===== src/rtl/prog_loader_pkg.sv =====
// Shared types and constants for the serial boot loader.
package prog_loader_pkg;

  typedef enum logic [2:0] {HDR, LEN, DATA, CSUM, DONE, ERR} ld_state_t;

  typedef enum logic [1:0] {RX_IDLE, RX_START, RX_DATA, RX_STOP} rx_state_t;

  localparam logic [7:0] SYNC_BYTE = 8'hA5;

  // A frame length is usable only if it is non-zero and fits in program RAM.
  function automatic logic lenValid(input logic [7:0] len, input int depth);
    return (len != 8'd0) && (int'(len) <= depth);
  endfunction

endpackage


===== src/rtl/prog_loader_uart_rx.sv =====
// 8N1 serial receiver: synchronises rx, samples each bit at its centre, flags bad stop bits.
module uart_rx
  import prog_loader_pkg::*;
#(
  parameter int CLK_PER_BIT = 434
) (
  input  logic       clock_i,
  input  logic       reset_i,
  input  logic       rx_i,
  output logic [7:0] byte_o,
  output logic       byteValid_o,
  output logic       frameErr_o
);

  localparam int CNT_W = $clog2(CLK_PER_BIT) + 1;
  localparam logic [CNT_W-1:0] HALF_LAST = CNT_W'(CLK_PER_BIT / 2 - 1);
  localparam logic [CNT_W-1:0] BIT_LAST  = CNT_W'(CLK_PER_BIT - 1);
  localparam logic [CNT_W-1:0] CNT_ONE   = CNT_W'(1);

  rx_state_t        state_q;
  logic             rxMeta_q;
  logic             rxSync_q;
  logic             rxPrev_q;
  logic [CNT_W-1:0] cnt_q;
  logic [2:0]       bitIdx_q;
  logic [7:0]       shift_q;
  logic             byteValid_q;
  logic             frameErr_q;

  // A falling edge on the synchronised line while idle marks a start bit; it is
  // re-checked half a bit later so that glitches fall back to idle.
  always_ff @(posedge clock_i) begin
    if (reset_i) begin
      state_q     <= RX_IDLE;
      rxMeta_q    <= 1'b1;
      rxSync_q    <= 1'b1;
      rxPrev_q    <= 1'b1;
      cnt_q       <= '0;
      bitIdx_q    <= '0;
      shift_q     <= '0;
      byteValid_q <= 1'b0;
      frameErr_q  <= 1'b0;
    end else begin
      rxMeta_q    <= rx_i;
      rxSync_q    <= rxMeta_q;
      rxPrev_q    <= rxSync_q;
      byteValid_q <= 1'b0;
      frameErr_q  <= 1'b0;
      case (state_q)
        RX_IDLE: begin
          if (!rxSync_q && rxPrev_q) begin
            state_q <= RX_START;
            cnt_q   <= '0;
          end
        end
        RX_START: begin
          if (cnt_q == HALF_LAST) begin
            cnt_q    <= '0;
            bitIdx_q <= '0;
            state_q  <= rxSync_q ? RX_IDLE : RX_DATA;
          end else begin
            cnt_q <= cnt_q + CNT_ONE;
          end
        end
        RX_DATA: begin
          if (cnt_q == BIT_LAST) begin
            cnt_q    <= '0;
            shift_q  <= {rxSync_q, shift_q[7:1]};
            bitIdx_q <= bitIdx_q + 3'd1;
            if (bitIdx_q == 3'd7) begin
              state_q <= RX_STOP;
            end
          end else begin
            cnt_q <= cnt_q + CNT_ONE;
          end
        end
        RX_STOP: begin
          if (cnt_q == BIT_LAST) begin
            cnt_q   <= '0;
            state_q <= RX_IDLE;
            if (rxSync_q) begin
              byteValid_q <= 1'b1;
            end else begin
              frameErr_q <= 1'b1;
            end
          end else begin
            cnt_q <= cnt_q + CNT_ONE;
          end
        end
        default: state_q <= RX_IDLE;
      endcase
    end
  end

  assign byte_o      = shift_q;
  assign byteValid_o = byteValid_q;
  assign frameErr_o  = frameErr_q;

endmodule


===== src/rtl/prog_loader.sv =====
// Serial boot loader: writes a checksummed frame into CPU RAM and holds the CPU until it is valid.
// Optional byte echo on tx is enabled by defining PROG_LOADER_ECHO_EN.
module prog_loader
  import prog_loader_pkg::*;
#(
  parameter int WORD_W      = 8,
  parameter int MEM_DEPTH   = 32,
  parameter int CLK_PER_BIT = 434
) (
  input  logic              clock,
  input  logic              reset,
  input  logic              rx,
  output logic [WORD_W-1:0] ld_addr,
  output logic [WORD_W-1:0] ld_data,
  output logic              ld_we,
  output logic              cpu_hold,
  output logic              done,
  output logic              err,
  output logic              tx
);

  logic [7:0] rxByte;
  logic       rxValid;
  logic       rxFrameErr;

  uart_rx #(
    .CLK_PER_BIT(CLK_PER_BIT)
  ) uRx (
    .clock_i    (clock),
    .reset_i    (reset),
    .rx_i       (rx),
    .byte_o     (rxByte),
    .byteValid_o(rxValid),
    .frameErr_o (rxFrameErr)
  );

  ld_state_t         state_q;
  logic [7:0]        cnt_q;
  logic [WORD_W-1:0] addr_q;
  logic [7:0]        sum_q;
  logic [WORD_W-1:0] ldAddr_q;
  logic [WORD_W-1:0] ldData_q;
  logic              ldWe_q;
  logic              cpuHold_q;
  logic              done_q;
  logic              err_q;

  // Line errors only matter while a frame is in flight; between frames they are ignored.
  always_ff @(posedge clock) begin
    if (reset) begin
      state_q   <= HDR;
      cnt_q     <= '0;
      addr_q    <= '0;
      sum_q     <= '0;
      ldAddr_q  <= '0;
      ldData_q  <= '0;
      ldWe_q    <= 1'b0;
      cpuHold_q <= 1'b1;
      done_q    <= 1'b0;
      err_q     <= 1'b0;
    end else begin
      ldWe_q <= 1'b0;
      if (rxFrameErr && (state_q inside {LEN, DATA, CSUM})) begin
        state_q   <= ERR;
        err_q     <= 1'b1;
        done_q    <= 1'b0;
        cpuHold_q <= 1'b1;
      end else if (rxValid) begin
        case (state_q)
          HDR, DONE, ERR: begin
            if (rxByte == SYNC_BYTE) begin
              state_q   <= LEN;
              done_q    <= 1'b0;
              err_q     <= 1'b0;
              cpuHold_q <= 1'b1;
            end
          end
          LEN: begin
            if (lenValid(rxByte, MEM_DEPTH)) begin
              cnt_q   <= rxByte;
              addr_q  <= '0;
              sum_q   <= '0;
              state_q <= DATA;
            end else begin
              state_q <= ERR;
              err_q   <= 1'b1;
            end
          end
          DATA: begin
            ldWe_q   <= 1'b1;
            ldData_q <= WORD_W'(rxByte);
            ldAddr_q <= addr_q;
            addr_q   <= addr_q + WORD_W'(1);
            sum_q    <= sum_q + rxByte;
            cnt_q    <= cnt_q - 8'd1;
            if (cnt_q == 8'd1) begin
              state_q <= CSUM;
            end
          end
          CSUM: begin
            if (rxByte == sum_q) begin
              state_q   <= DONE;
              done_q    <= 1'b1;
              cpuHold_q <= 1'b0;
            end else begin
              state_q <= ERR;
              err_q   <= 1'b1;
            end
          end
          default: state_q <= HDR;
        endcase
      end
    end
  end

  assign ld_addr  = ldAddr_q;
  assign ld_data  = ldData_q;
  assign ld_we    = ldWe_q;
  assign cpu_hold = cpuHold_q;
  assign done     = done_q;
  assign err      = err_q;

`ifdef PROG_LOADER_ECHO_EN
  localparam int TX_CNT_W = $clog2(CLK_PER_BIT) + 1;
  localparam logic [TX_CNT_W-1:0] TX_BIT_LAST = TX_CNT_W'(CLK_PER_BIT - 1);
  localparam logic [TX_CNT_W-1:0] TX_CNT_ONE  = TX_CNT_W'(1);

  logic                txBusy_q;
  logic                tx_q;
  logic [8:0]          txShift_q;
  logic [3:0]          txBitsLeft_q;
  logic [TX_CNT_W-1:0] txCnt_q;

  // The start bit goes out on the load edge; the shifter holds data then stop.
  // Bytes arriving while a transmission is in progress are simply not echoed.
  always_ff @(posedge clock) begin
    if (reset) begin
      txBusy_q     <= 1'b0;
      tx_q         <= 1'b1;
      txShift_q    <= '1;
      txBitsLeft_q <= '0;
      txCnt_q      <= '0;
    end else if (!txBusy_q) begin
      if (rxValid) begin
        txBusy_q     <= 1'b1;
        tx_q         <= 1'b0;
        txShift_q    <= {1'b1, rxByte};
        txBitsLeft_q <= 4'd9;
        txCnt_q      <= '0;
      end
    end else if (txCnt_q == TX_BIT_LAST) begin
      txCnt_q <= '0;
      if (txBitsLeft_q == 4'd0) begin
        txBusy_q <= 1'b0;
      end else begin
        tx_q         <= txShift_q[0];
        txShift_q    <= {1'b1, txShift_q[8:1]};
        txBitsLeft_q <= txBitsLeft_q - 4'd1;
      end
    end else begin
      txCnt_q <= txCnt_q + TX_CNT_ONE;
    end
  end

  assign tx = tx_q;
`else
  assign tx = 1'b1;
`endif

endmodule

===== config.mk =====
export PLATFORM = sky130hd
export DESIGN_NAME = prog_loader
export DESIGN_NICKNAME = d
export VERILOG_FILES = /design/src/rtl/prog_loader_pkg.sv /design/src/rtl/prog_loader_uart_rx.sv /design/src/rtl/prog_loader.sv
export SDC_FILE = /design/constraint.sdc
export NUM_CORES = 1
export LEC_CHECK = 0
export CORE_ASPECT_RATIO = 0.7
export CORE_MARGIN = 5
export CORE_UTILIZATION = 50
export CTS_CLUSTER_SIZE = 40
export DETAILED_ROUTE_END_ITERATION = 7
export GPL_TIMING_DRIVEN = 0
export PLACE_DENSITY_LB_ADDON = 0.05
export SYNTH_ARGS = -nofsm -noshare
export SYNTH_HDL_FRONTEND = slang
export SYNTH_SLANG_ARGS = --single-unit

===== constraint.sdc =====
create_clock -name clock -period 2.05 [get_ports clock]
set_input_delay 0.41 -clock clock [delete_from_list [all_inputs] [get_ports clock]]
set_output_delay 0.41 -clock clock [all_outputs]
set_load 0.01 [all_outputs]

==> qor.yml <==
critical_path:
  cp_max_fo: 5
  cp.required_ns: 2.30
  r2r_setup_slack_ns: -0.11
  startpoint_type: "flop"
  path_delay_family: "simple AND/OR/NAND/NOR gates"
  cp_slowest_cell: "or4_4"
  crit_arrival_ns: 2.41
  crit_buf_inv: 0
  critPathLaunch: "uRx.byte_o[3]$_SDFFE_PP0P_"
  timing.rr.start: "uRx.byte_o[3]$_SDFFE_PP0P_"
  critPathMaxStageDelay_ns: 0.45
  ff2ff_path_depth: 6
  cp.depth: 6
  cp_cell_sequence: "or3_4 -> or4_4 -> a21bo_1 -> or3b_4 -> a41oi_2 -> nor3_1"
  worstSetupEndpointType: "flop"
  path_class: "flop to flop"
final_layout:
  layout_commonest_cell: "nor2_1"
  layout_common_cells: "66 x nor2_1, 62 x dfxtp_1, 41 x nand2_1"
  drive_gt1_share_pct: 24.71
  nFillCells: 625
  fin_area_um2: 4861
  seq_area_um2: 1528
  layout.nets: 528
  syn_to_final_growth_pct: 28.30
  diodes: 0
  multi_input_area_um2: 2344
yosys:
  yosysWarnings: 0
  syn_area_um2: 3789
  synth.distinct_cells: 62
  seq_area_frac_synth_pct: 39.63
  synth_area_per_cell_um2: 8.514
  syn_nets: 468
  ys_ff_latch: 75
  synth-async-reset-ratio_pct: 0
  synth_flop_cell: "dfxtp_1"
  synth_enable_flop_cells: 0
  syn_inst: 445
floorplan:
  core-area_um2: 7352
  die-height_um: 82.83
  io_pins: 24
  rows: 26
  fp.dieArea_um2: 9446
  die_w_um: 114.0
  initial_core_util_pct: 51.53
placed_design:
  dp_hpwl_um: 6687
  port_buffers: 21
  gp_congestion: 0.8977
  post_dp_cell_area_um2: 4146
clock_network:
  cts.htree.levels: 3
  clk-insertion-delay-late_ns: 0.37
  cts_root_buffer: "clkbuf_8"
  cts_tree: "yes"
  clock-sinks: 75
  path_clk_slew_ns: 0.08
  clk_path_buf_depth: 2
  cts_buffers: 9
drt:
  viasPerCell: 5.689
  wire_per_inst_um: 16.63
  via_count: 3459
  drt-initial-drc-count: 267
  ant_nets: 0
  drt-total-wl_um: 10110
  drcViolationCount: 0
  first_pass_iters: 4
global_route:
  gr-usage-met3_pct: 5.305
  grt_use_met1_pct: 32.88
  grt_pass1_wl_um: 16360
  grt_busiest_layer: "met1"
  grt_pass1_vias: 3166
  grt_max_degree: 14
  use_met2_pct: 30.39
  antenna_found_initial: 0
  grtUsageTotal_pct: 21.65
  overflow: 0
hold_path:
  min_path_cells: 2
  min_from: "reset"
  hold_path.class: "input pin to flop"
timing:
  clock_skew_ns: 0.01064
  slew_headroom_pct: 50.33
  fmax_mhz: 463.9
  rsz0062_at_grt: "yes"
  finalHoldViolCount: 0
  drv_slew: 0
  period_share_pct: 105.2
  finalWorstSetupSlack_ns: -0.1057
  tightest_slew_ns: 0.7451
  fin_crit_ns: 2.156
  setup_viol: 5
pwr:
  p_leak_nw: 1.901
  peakVddDrop_mv: 0.5636
  pwr_density_cell_nw_per_um2: 615.9
  power_mw: 2.994
status:
  violations: "negative setup slack"
  status: "finished with violations"
run:
  cap_violations: 0
cells by family after synthesis:
| family | share of synthesized area, % |
|---|---|
| multiplexers | 5.812 |
| adder cells (fa/ha/maj) | 6.803 |
| buffers and inverters | 4.590 |
| XOR/XNOR | 3.237 |
| AND/OR/NAND/NOR | 25.13 |
| other | 0.09898 |
| flip-flops | 39.63 |
| AO/OA/AOI/OAI | 14.70 |
through the flow:
stage / setup slack, ns / util [%] / TNS, ns / cells / hold WS [ns]
3_3_place_gp: -0.4202 / 56.40 / -10.10 / 564 / 0.3992
2_1_floorplan: -0.01091 / - / -0.02189 / 445 / 0.3895
5_1_grt: -0.1451 / 66.12 / -2.053 / 608 / 0.2929
4_1_cts: -0.07223 / 63.44 / -0.1367 / 601 / 0.2925
3_5_place_dp: -0.4240 / 56.40 / -10.76 / 564 / 0.3986
6_report: -0.1057 / 66.12 / -0.3001 / 608 / 0.3044
cell type report:
type	instances	area share, %
Multi-Input combinational cell	332	48.21
Sequential cell	75	31.43
Timing Repair Buffer	49	9.035
Clock buffer	10	2.831
Buffer	21	2.831
Tap cell	98	2.523
Clock inverter	6	1.828
Inverter	17	1.313
worst paths after layout:
path	to
setup / recovery	state_q[0]$_SDFFE_PP0P_
hold / removal	uRx.rxMeta_q$_SDFF_PP1_
setup reg to reg	state_q[0]$_SDFFE_PP0P_
hold reg to reg	uRx.rxSync_q$_SDFF_PP1_
power by group:
group	switching, mW	leakage, nW	internal [mW]
registers	0.00830	0.612	1.46
clock network	0.567	0.108	0.718
logic	0.138	1.18	0.104
total	0.713	1.90	2.28
per-layer routing:
| layer | vias to the layer above | wire length [um] |
|---|---|---|
| met1 | 1639 | 4915 |
| met4 | 0 | 159 |
| met2 | 122 | 4194 |
| met3 | 20 | 839 |
| met5 | - | 0 |
| li1 | 1678 | - |
repair_timing:
item / 4_1_cts / 5_1_grt
hold buffers: 0 / 0
cloned: 1 / 1
pin swaps: 10 / 15
setup endpoints to repair: 56 / 50
setup buffers: 20 / 6
resized for setup: 38 / 42
cells in the mapped netlist (all sizes together) (2+ instances only):
| cell type | count | area (um^2) |
|---|---|---|
| or2 | 6 | 37.54 |
| or3 | 3 | 23.77 |
| ha | 19 | 237.7 |
| o22ai | 4 | 25.02 |
| o211ai | 3 | 22.52 |
| nand3 | 18 | 102.6 |
| a2bb2oi | 2 | 17.52 |
| a22oi | 2 | 15.01 |
| a21boi | 4 | 41.29 |
| inv | 17 | 63.81 |
| mux2i | 22 | 220.2 |
| clkbuf | 14 | 73.82 |
| o21ai | 14 | 70.06 |
| nand2b | 2 | 12.51 |
| nor2b | 6 | 37.54 |
| a211oi | 2 | 15.01 |
| o21a | 2 | 15.01 |
| nor2 | 69 | 259.0 |
| a311oi | 7 | 61.31 |
| a21oi | 30 | 150.1 |
| and3 | 4 | 25.02 |
| xnor2 | 7 | 61.31 |
| nor4b | 2 | 17.52 |
| xor2 | 7 | 61.31 |
| nor4 | 6 | 37.54 |
| nor3b | 2 | 20.02 |
| or3b | 3 | 28.78 |
| nand2 | 43 | 168.9 |
| dfxtp | 75 | 1501 |
| nor3 | 15 | 75.07 |
| and2 | 2 | 12.51 |
| buf | 7 | 36.28 |
| nand4 | 7 | 43.79 |
| or4 | 2 | 22.52 |
sequential cells by signal, indices dropped and copies added (netlist names), named ones only:
| name | count |
|---|---|
| addr_q | 8 |
| uRx.state_q | 1 |
| ld_we | 1 |
| uRx.rxMeta_q | 1 |
| ld_data | 8 |
| uRx.byteValid_o | 1 |
| sum_q | 8 |
| uRx.rxSync_q | 1 |
| cnt_q | 8 |
| uRx.rxPrev_q | 1 |
| uRx.byte_o | 8 |
| err | 1 |
| uRx.frameErr_o | 1 |
| uRx.bitIdx_q | 3 |
| uRx.cnt_q | 10 |
| done | 1 |
| cpu_hold | 1 |
| state_q | 3 |
| ld_addr | 8 |
Note: power is estimated with default switching activity, not from simulation.
